--- src/rtl/mem_port_arbiter_pkg.sv ---
// mem_port_arbiter_pkg
//   Shared types and default widths for the IF/MEM memory port arbiter.
//   arb_state_t  : transaction FSM state (IDLE -> ISSUE -> WAIT -> RESP)
//   arb_owner_t  : which pipeline port owns the current memory transaction
package mem_port_arbiter_pkg;

  localparam int ISIZE = 32;
  localparam int DSIZE = 32;

  typedef enum logic [1:0] {
    ARB_IDLE  = 2'd0,
    ARB_ISSUE = 2'd1,
    ARB_WAIT  = 2'd2,
    ARB_RESP  = 2'd3
  } arb_state_t;

  typedef enum logic [1:0] {
    OWN_NONE = 2'd0,
    OWN_IF   = 2'd1,
    OWN_DM   = 2'd2
  } arb_owner_t;

endpackage

--- src/rtl/mem_port_arbiter_if.sv ---
// mem_port_arbiter_if
//   Bundles the fetch port, the data port, the stall outputs and the
//   single-ported memory handshake used by mem_port_arbiter.
//   slave  : arbiter view (requests/memory responses in, valids/stalls/memory request out)
//   master : environment view (pipeline stages plus memory), the mirror of slave
interface mem_port_arbiter_if #(
  parameter int ADDR_W = 32,
  parameter int DATA_W = 32
);

  logic              if_req;
  logic [ADDR_W-1:0] if_addr;
  logic              if_valid;
  logic [DATA_W-1:0] if_rdata;

  logic              dm_req;
  logic              dm_we;
  logic [ADDR_W-1:0] dm_addr;
  logic [DATA_W-1:0] dm_wdata;
  logic              dm_valid;
  logic [DATA_W-1:0] dm_rdata;

  logic              stall_if;
  logic              stall_mem;

  logic              mem_req;
  logic              mem_we;
  logic [ADDR_W-1:0] mem_addr;
  logic [DATA_W-1:0] mem_wdata;
  logic              mem_gnt;
  logic              mem_rvalid;
  logic [DATA_W-1:0] mem_rdata;

  modport slave (
    input  if_req, if_addr,
    output if_valid, if_rdata,
    input  dm_req, dm_we, dm_addr, dm_wdata,
    output dm_valid, dm_rdata,
    output stall_if, stall_mem,
    output mem_req, mem_we, mem_addr, mem_wdata,
    input  mem_gnt, mem_rvalid, mem_rdata
  );

  modport master (
    output if_req, if_addr,
    input  if_valid, if_rdata,
    output dm_req, dm_we, dm_addr, dm_wdata,
    input  dm_valid, dm_rdata,
    input  stall_if, stall_mem,
    input  mem_req, mem_we, mem_addr, mem_wdata,
    output mem_gnt, mem_rvalid, mem_rdata
  );

endinterface

--- src/rtl/mem_port_arbiter_starve_counter.sv ---
// arb_starve_counter
//   Counts consecutive arbitrations the fetch port lost to the data port.
//   clk, rst : clock and synchronous active-high reset
//   inc      : data port granted while fetch was requesting
//   clr      : fetch granted or fetch not requesting (wins over inc)
//   at_max   : count has saturated at MAX, fetch must win next arbitration
module arb_starve_counter #(
  parameter int MAX = 4
) (
  input  logic clk,
  input  logic rst,
  input  logic inc,
  input  logic clr,
  output logic at_max
);

  localparam int W = (MAX < 1) ? 1 : $clog2(MAX + 1);

  logic [W-1:0] cnt;

  assign at_max = (cnt == W'(MAX));

  always_ff @(posedge clk) begin
    if (rst || clr) begin
      cnt <= '0;
    end else if (inc && !at_max) begin
      cnt <= cnt + 1'b1;
    end
  end

endmodule

--- src/rtl/mem_port_arbiter.sv ---
// mem_port_arbiter
//   Shares one single-ported memory between the IF stage (fetch) and the MEM
//   stage (load/store). One outstanding transaction at a time; the data port
//   wins ties unless fetch has lost STARVE_MAX arbitrations in a row.
//   clk, rst : clock and synchronous active-high reset
//   bus      : fetch port, data port, stall outputs and memory handshake
//              (see mem_port_arbiter_if, slave modport)
module mem_port_arbiter
  import mem_port_arbiter_pkg::*;
#(
  parameter int STARVE_MAX = 4
) (
  input logic               clk,
  input logic               rst,
  mem_port_arbiter_if.slave bus
);

  arb_state_t state;
  arb_owner_t owner;

  logic in_idle;
  logic grant_dm;
  logic grant_if;
  logic starve_at_max;

  // Requests are only looked at in IDLE; during RESP the finished owner's
  // request is still high and must not start a second transaction.
  assign in_idle  = (state == ARB_IDLE);
  assign grant_dm = in_idle && bus.dm_req && !(bus.if_req && starve_at_max);
  assign grant_if = in_idle && bus.if_req && !grant_dm;

  arb_starve_counter #(
    .MAX (STARVE_MAX)
  ) u_starve (
    .clk    (clk),
    .rst    (rst),
    .inc    (grant_dm && bus.if_req),
    .clr    (grant_if || !bus.if_req),
    .at_max (starve_at_max)
  );

  // Stalls drop in the same cycle the valid pulse appears so the stage
  // advances exactly once per completed access.
  assign bus.stall_if  = !rst && bus.if_req && !bus.if_valid;
  assign bus.stall_mem = !rst && bus.dm_req && !bus.dm_valid;

  always_ff @(posedge clk) begin
    if (rst) begin
      state         <= ARB_IDLE;
      owner         <= OWN_NONE;
      bus.mem_req   <= 1'b0;
      bus.mem_we    <= 1'b0;
      bus.mem_addr  <= '0;
      bus.mem_wdata <= '0;
      bus.if_valid  <= 1'b0;
      bus.if_rdata  <= '0;
      bus.dm_valid  <= 1'b0;
      bus.dm_rdata  <= '0;
    end else begin
      case (state)
        ARB_IDLE: begin
          if (grant_dm) begin
            owner         <= OWN_DM;
            bus.mem_we    <= bus.dm_we;
            bus.mem_addr  <= bus.dm_addr;
            bus.mem_wdata <= bus.dm_wdata;
            bus.mem_req   <= 1'b1;
            state         <= ARB_ISSUE;
          end else if (grant_if) begin
            owner         <= OWN_IF;
            bus.mem_we    <= 1'b0;
            bus.mem_addr  <= bus.if_addr;
            bus.mem_wdata <= '0;
            bus.mem_req   <= 1'b1;
            state         <= ARB_ISSUE;
          end
        end
        ARB_ISSUE: begin
          if (bus.mem_gnt) begin
            bus.mem_req <= 1'b0;
            state       <= ARB_WAIT;
          end
        end
        ARB_WAIT: begin
          if (bus.mem_rvalid) begin
            if (owner == OWN_IF) begin
              bus.if_rdata <= bus.mem_rdata;
              bus.if_valid <= 1'b1;
            end else begin
              // Stores complete through rvalid too, but carry no load data.
              if (!bus.mem_we) begin
                bus.dm_rdata <= bus.mem_rdata;
              end
              bus.dm_valid <= 1'b1;
            end
            state <= ARB_RESP;
          end
        end
        ARB_RESP: begin
          bus.if_valid <= 1'b0;
          bus.dm_valid <= 1'b0;
          owner        <= OWN_NONE;
          state        <= ARB_IDLE;
        end
        default: begin
          state <= ARB_IDLE;
        end
      endcase
    end
  end

endmodule

--- src/flat_wrapper.sv ---
// flat-port wrapper written by rule: the top's interface ports become plain ports
module mem_port_arbiter_flat import mem_port_arbiter_pkg::*;
#(
  parameter int STARVE_MAX = 4
)
  (clk, rst, bus_if_req, bus_if_addr, bus_if_valid, bus_if_rdata, bus_dm_req, bus_dm_we, bus_dm_addr, bus_dm_wdata, bus_dm_valid, bus_dm_rdata, bus_stall_if, bus_stall_mem, bus_mem_req, bus_mem_we, bus_mem_addr, bus_mem_wdata, bus_mem_gnt, bus_mem_rvalid, bus_mem_rdata);
  mem_port_arbiter_if #(.ADDR_W(32), .DATA_W(32)) bus_i ();
  input logic clk;
  input logic rst;
  input wire logic [$bits(bus_i.if_req)-1:0] bus_if_req;
  input wire logic [$bits(bus_i.if_addr)-1:0] bus_if_addr;
  output wire logic [$bits(bus_i.if_valid)-1:0] bus_if_valid;
  output wire logic [$bits(bus_i.if_rdata)-1:0] bus_if_rdata;
  input wire logic [$bits(bus_i.dm_req)-1:0] bus_dm_req;
  input wire logic [$bits(bus_i.dm_we)-1:0] bus_dm_we;
  input wire logic [$bits(bus_i.dm_addr)-1:0] bus_dm_addr;
  input wire logic [$bits(bus_i.dm_wdata)-1:0] bus_dm_wdata;
  output wire logic [$bits(bus_i.dm_valid)-1:0] bus_dm_valid;
  output wire logic [$bits(bus_i.dm_rdata)-1:0] bus_dm_rdata;
  output wire logic [$bits(bus_i.stall_if)-1:0] bus_stall_if;
  output wire logic [$bits(bus_i.stall_mem)-1:0] bus_stall_mem;
  output wire logic [$bits(bus_i.mem_req)-1:0] bus_mem_req;
  output wire logic [$bits(bus_i.mem_we)-1:0] bus_mem_we;
  output wire logic [$bits(bus_i.mem_addr)-1:0] bus_mem_addr;
  output wire logic [$bits(bus_i.mem_wdata)-1:0] bus_mem_wdata;
  input wire logic [$bits(bus_i.mem_gnt)-1:0] bus_mem_gnt;
  input wire logic [$bits(bus_i.mem_rvalid)-1:0] bus_mem_rvalid;
  input wire logic [$bits(bus_i.mem_rdata)-1:0] bus_mem_rdata;
  assign bus_i.if_req = bus_if_req;
  assign bus_i.if_addr = bus_if_addr;
  assign bus_if_valid = bus_i.if_valid;
  assign bus_if_rdata = bus_i.if_rdata;
  assign bus_i.dm_req = bus_dm_req;
  assign bus_i.dm_we = bus_dm_we;
  assign bus_i.dm_addr = bus_dm_addr;
  assign bus_i.dm_wdata = bus_dm_wdata;
  assign bus_dm_valid = bus_i.dm_valid;
  assign bus_dm_rdata = bus_i.dm_rdata;
  assign bus_stall_if = bus_i.stall_if;
  assign bus_stall_mem = bus_i.stall_mem;
  assign bus_mem_req = bus_i.mem_req;
  assign bus_mem_we = bus_i.mem_we;
  assign bus_mem_addr = bus_i.mem_addr;
  assign bus_mem_wdata = bus_i.mem_wdata;
  assign bus_i.mem_gnt = bus_mem_gnt;
  assign bus_i.mem_rvalid = bus_mem_rvalid;
  assign bus_i.mem_rdata = bus_mem_rdata;
  mem_port_arbiter #(.STARVE_MAX(STARVE_MAX)) u_core (.clk(clk), .rst(rst), .bus(bus_i));
endmodule
--- config.mk ---
export PLATFORM = sky130hd
export DESIGN_NAME = mem_port_arbiter_flat
export DESIGN_NICKNAME = d
export VERILOG_FILES = /design/src/rtl/mem_port_arbiter_pkg.sv /design/src/rtl/mem_port_arbiter_if.sv /design/src/rtl/mem_port_arbiter_starve_counter.sv /design/src/rtl/mem_port_arbiter.sv /design/src/flat_wrapper.sv
export SDC_FILE = /design/constraint.sdc
export NUM_CORES = 1
export LEC_CHECK = 0
export CAP_MARGIN = 25
export CORE_ASPECT_RATIO = 1.1
export CORE_MARGIN = 2
export CORE_UTILIZATION = 42
export DETAILED_ROUTE_END_ITERATION = 10
export MAX_ROUTING_LAYER = met4
export PLACE_DENSITY = 0.9
export RECOVER_POWER = 100
export SLEW_MARGIN = 20
export SYNTH_ARGS = -nofsm -noshare
export SYNTH_HDL_FRONTEND = slang
export SYNTH_HIERARCHICAL = 1
export SYNTH_SLANG_ARGS = --single-unit
--- constraint.sdc ---
create_clock -name clk -period 2.8 [get_ports clk]
set_clock_uncertainty 0.05 [all_clocks]
set_input_delay 0.84 -clock clk [delete_from_list [all_inputs] [get_ports clk]]
set_output_delay 0.84 -clock clk [all_outputs]
set_load 0.02 [all_outputs]
==> results.md <==
- Setup Viol. Count Final: 0
- Minimum clock period: 2670 ps
- First-pass iteration count of the detailed router: 5
- Non-Filler Instances: between 1k and 1.5k
- Hold crit path type: reg -> reg
- Slew margin rel.: 0.277
- RSZ-0062 raised after global routing: false
- Critical path's largest stage delay: between 400 and 500 ps
- Unique cell type count in the Yosys netlist: 39
- Clk sinks: ~140
- Initial drt markers: 406
- PortBufs: between 200 and 300
- Routed wl met3: a little under 1 mm
- Clock transition at path regs: 60 ps
- Global-route wire length before repair: 27.4 mm
- Residual DRC: 0
- Grt ovf: 0
- Power per cell area: between 700 and 800 mW/mm2
- Synth Instances: around 650
- Ys async rst share: 0
- Critical path buffers and inverters: 2
- Top Metal Used: met4
- Met1 wire length: between 7 and 8 mm
- Num CTS Buffers: 17
- Family with the most delay on the worst path: buffers and inverters
- Yosys reg bits: 139
- Worst setup EP type: primary output
- CTS tree: built
- CTS Hold Bufs: 0
- Warnings, synthesis: 6
- Run status: finished clean
- Clock buffer depth: 2
- Critical Path RT: 1910 ps
- Antenna Nets Post-Route: 0
- Largest net degree at the start of global routing: ~180
- Peak supply drop: 0.000553 V
- Vias per cell: 5.19
- Post-CTS Setup Repair Bufs: 0
- Critical path data arrival time: between 1500 and 2000 ps
- Vias in the first global route: between 5k and 6k
- Clk root buf: clkbuf_16
- Boundary Pins: about 270
- NumNets Final: between 1k and 1.5k
- Antenna violations before repair: 0
- Full die area: between 0.015 and 0.02 mm2
- Top FF cell, synth: dfxtp_1
- Initial Util: 0.429
- Routability cong.: 0.795
- Post-route clock period utilization: 0.954
- Syn nets: around 790
- DP Cell Count: approximately 1.1k
- Critical path class: in -> out
- Synth Cell Area: around 0.006 mm2
- Fmax: around 370 MHz
- Antenna diode count: 0
- Max FO, Critical Path: 2
- Total power: between 7 and 8 mW
- Post-CTS sizing: 1
- Worst hold slack: about 400 ps
- Htree depth: 4
- Vias: approximately 5.7k
- Final hold violation count: 0
- Metal2 WL: 8.92 mm
- Lkg Pwr: between 3 and 4 nW
- Slowest CP cell: clkdlybuf4s50_1
- Die width: about 120 um
- Max Transition Viols Final: 0
- DRT Wirelength: around 18 mm
- Worst Tran Pin Value: 1080 ps
- Site row count: 45
- Max-cap violations: 0
- Setup crit start kind: input pin
- Routed len/inst: 16.2 um
- Vert. Die Dim: 128 um
- Avg Inst Size Synth: between 9 and 10 um2
- Detailed Place HPWL: roughly 12 mm
- CP cell instances: clkdlybuf4s50_1 -> nor3b_1 -> clkbuf_1
- Worst-Skew Late Latency: 410 ps
- EDFF count, synth: 0
- GR Util All Layers: 0.237
- Sequential area share after synthesis: 0.470
- FILL cells: ~1.1k
- Area Overhead vs Synth: 57.9%
- Core Area: approximately 0.014 mm2
- Layout cells sized above 1: 0.0604
==> registers in the layout (all words and copies together) (netlist names) <==
register              cells
u_core/state              2
u_core/u_starve/cnt       3
u_core/bus.dm_valid       1
u_core/bus.if_valid       1
u_core/bus.mem_wdata     32
u_core/bus.mem_req        1
u_core/owner              2
u_core/bus.if_rdata      32
u_core/bus.mem_addr      32
u_core/bus.dm_rdata      32
u_core/bus.mem_we         1
==> cells in the final DEF (no fill, tap or decap), drive strengths merged, types with 2 or more instances in the layout <==
| master | Yosys | layout |
|---|---|---|
| nor3b | 6 | 6 |
| clkbuf | 40 | 28 |
| mux2 | 2 | 2 |
| nand2b | 68 | 68 |
| clkdlybuf4s50 | 0 | 131 |
| buf | 21 | 15 |
| and4b | 2 | 2 |
| dfxtp | 139 | 139 |
| dlygate4sd3 | 0 | 133 |
| bufinv | 0 | 5 |
| a2111oi | 64 | 64 |
| nand2 | 69 | 69 |
| a32oi | 33 | 33 |
| o41ai | 2 | 2 |
| and2 | 3 | 3 |
| nor2 | 69 | 69 |
| nor2b | 3 | 3 |
| inv | 39 | 39 |
| ha | 6 | 6 |
| nor3 | 3 | 3 |
| o21ai | 4 | 4 |
| clkinv | 0 | 5 |
| o21a | 2 | 2 |
| a21oi | 35 | 35 |
| mux2i | 33 | 33 |
==> power by group <==
part | switching [mW] | internal (mW) | leakage, nW | total, mW
combinational | 1.37 | 1.02 | 2.31 | 2.39
sequential | 0.161 | 2.30 | 1.13 | 2.46
clock | 0.831 | 1.65 | 0.323 | 2.48
==> worst register-to-register path, stage by stage, from the launching register on <==
cell and delay (ps):
dfxtp_1 340, inv_1 100, ha_1 310, nand2_1 150
nor3_4 120, clkbuf_2 830, mux2i_1 320
==> final cells by class <==
cell class	instances	area (um2)	share of cell area
inverters	39	146	0.0157
well taps	188	235	0.0252
flip-flops and latches	139	2780	0.298
clock inverters	11	190	0.0204
repair buffers	286	2840	0.304
clock buffers	21	470	0.0504
multi-input cells	414	2680	0.287
==> Yosys cell counts (4+ instances only) <==
master,number,area (um2)
dfxtp_1,139,2780
nand2_1,69,259
nor2_1,69,259
nand2b_1,68,425
inv_1,39,146
clkbuf_1,37,139
a2111oi_0,35,307
a21oi_1,35,175
a32oi_1,33,289
mux2i_1,33,330
a2111oi_1,29,290
buf_2,9,45.0
ha_1,6,75.1
nor3b_1,6,45.0
buf_6,5,56.3
buf_1,4,15.0
==> path summary, 6_finish.rpt <==
check	from	end	slack, ps	cells after the start
max	bus_if_req	bus_stall_if	130	3
min	u_core/bus.if_rdata[20]	u_core/bus.if_rdata[20]	400	2
max reg2reg	u_core/state[0]	u_core/bus.dm_rdata[17]	480	6
min reg2reg	u_core/bus.if_rdata[20]	u_core/bus.if_rdata[20]	400	2
==> stage by stage <==
| stage | setup slack [ps] | util | TNS [ps] | instance area (um2) |
|---|---|---|---|---|
| after floorplan | -150 | - | -301 | 5920 |
| after global placement | -260 | 0.635 | -260 | 8760 |
| after detailed placement | -269 | 0.635 | -269 | 8760 |
| after CTS | 20.0 | 0.683 | 0 | 9420 |
| after global routing | 49.4 | 0.677 | 0 | 9340 |
| final | 129 | 0.677 | 0 | 9340 |
==> kinds of logic (layout without fill, tap and decap cells) <==
kind of cell | count (synthesis) | count (layout) | share of synthesized area
flip-flops | 139 | 139 | 0.470
multiplexers | 35 | 35 | 0.0596
adder cells (fa/ha/maj) | 6 | 6 | 0.0127
buffers and inverters | 100 | 357 | 0.0742
AND/OR/NAND/NOR | 228 | 228 | 0.188
AO/OA/AOI/OAI | 145 | 145 | 0.195
==> per-layer routing <==
| layer | up-vias | global-route usage |
|---|---|---|
| met5 | - | - |
| met4 | 0 | 0.121 |
| met3 | 43 | 0.0452 |
| met2 | 220 | 0.389 |
| met1 | 2641 | 0.274 |
| li1 | 2798 | - |
Power figures use the tool's default switching activity.
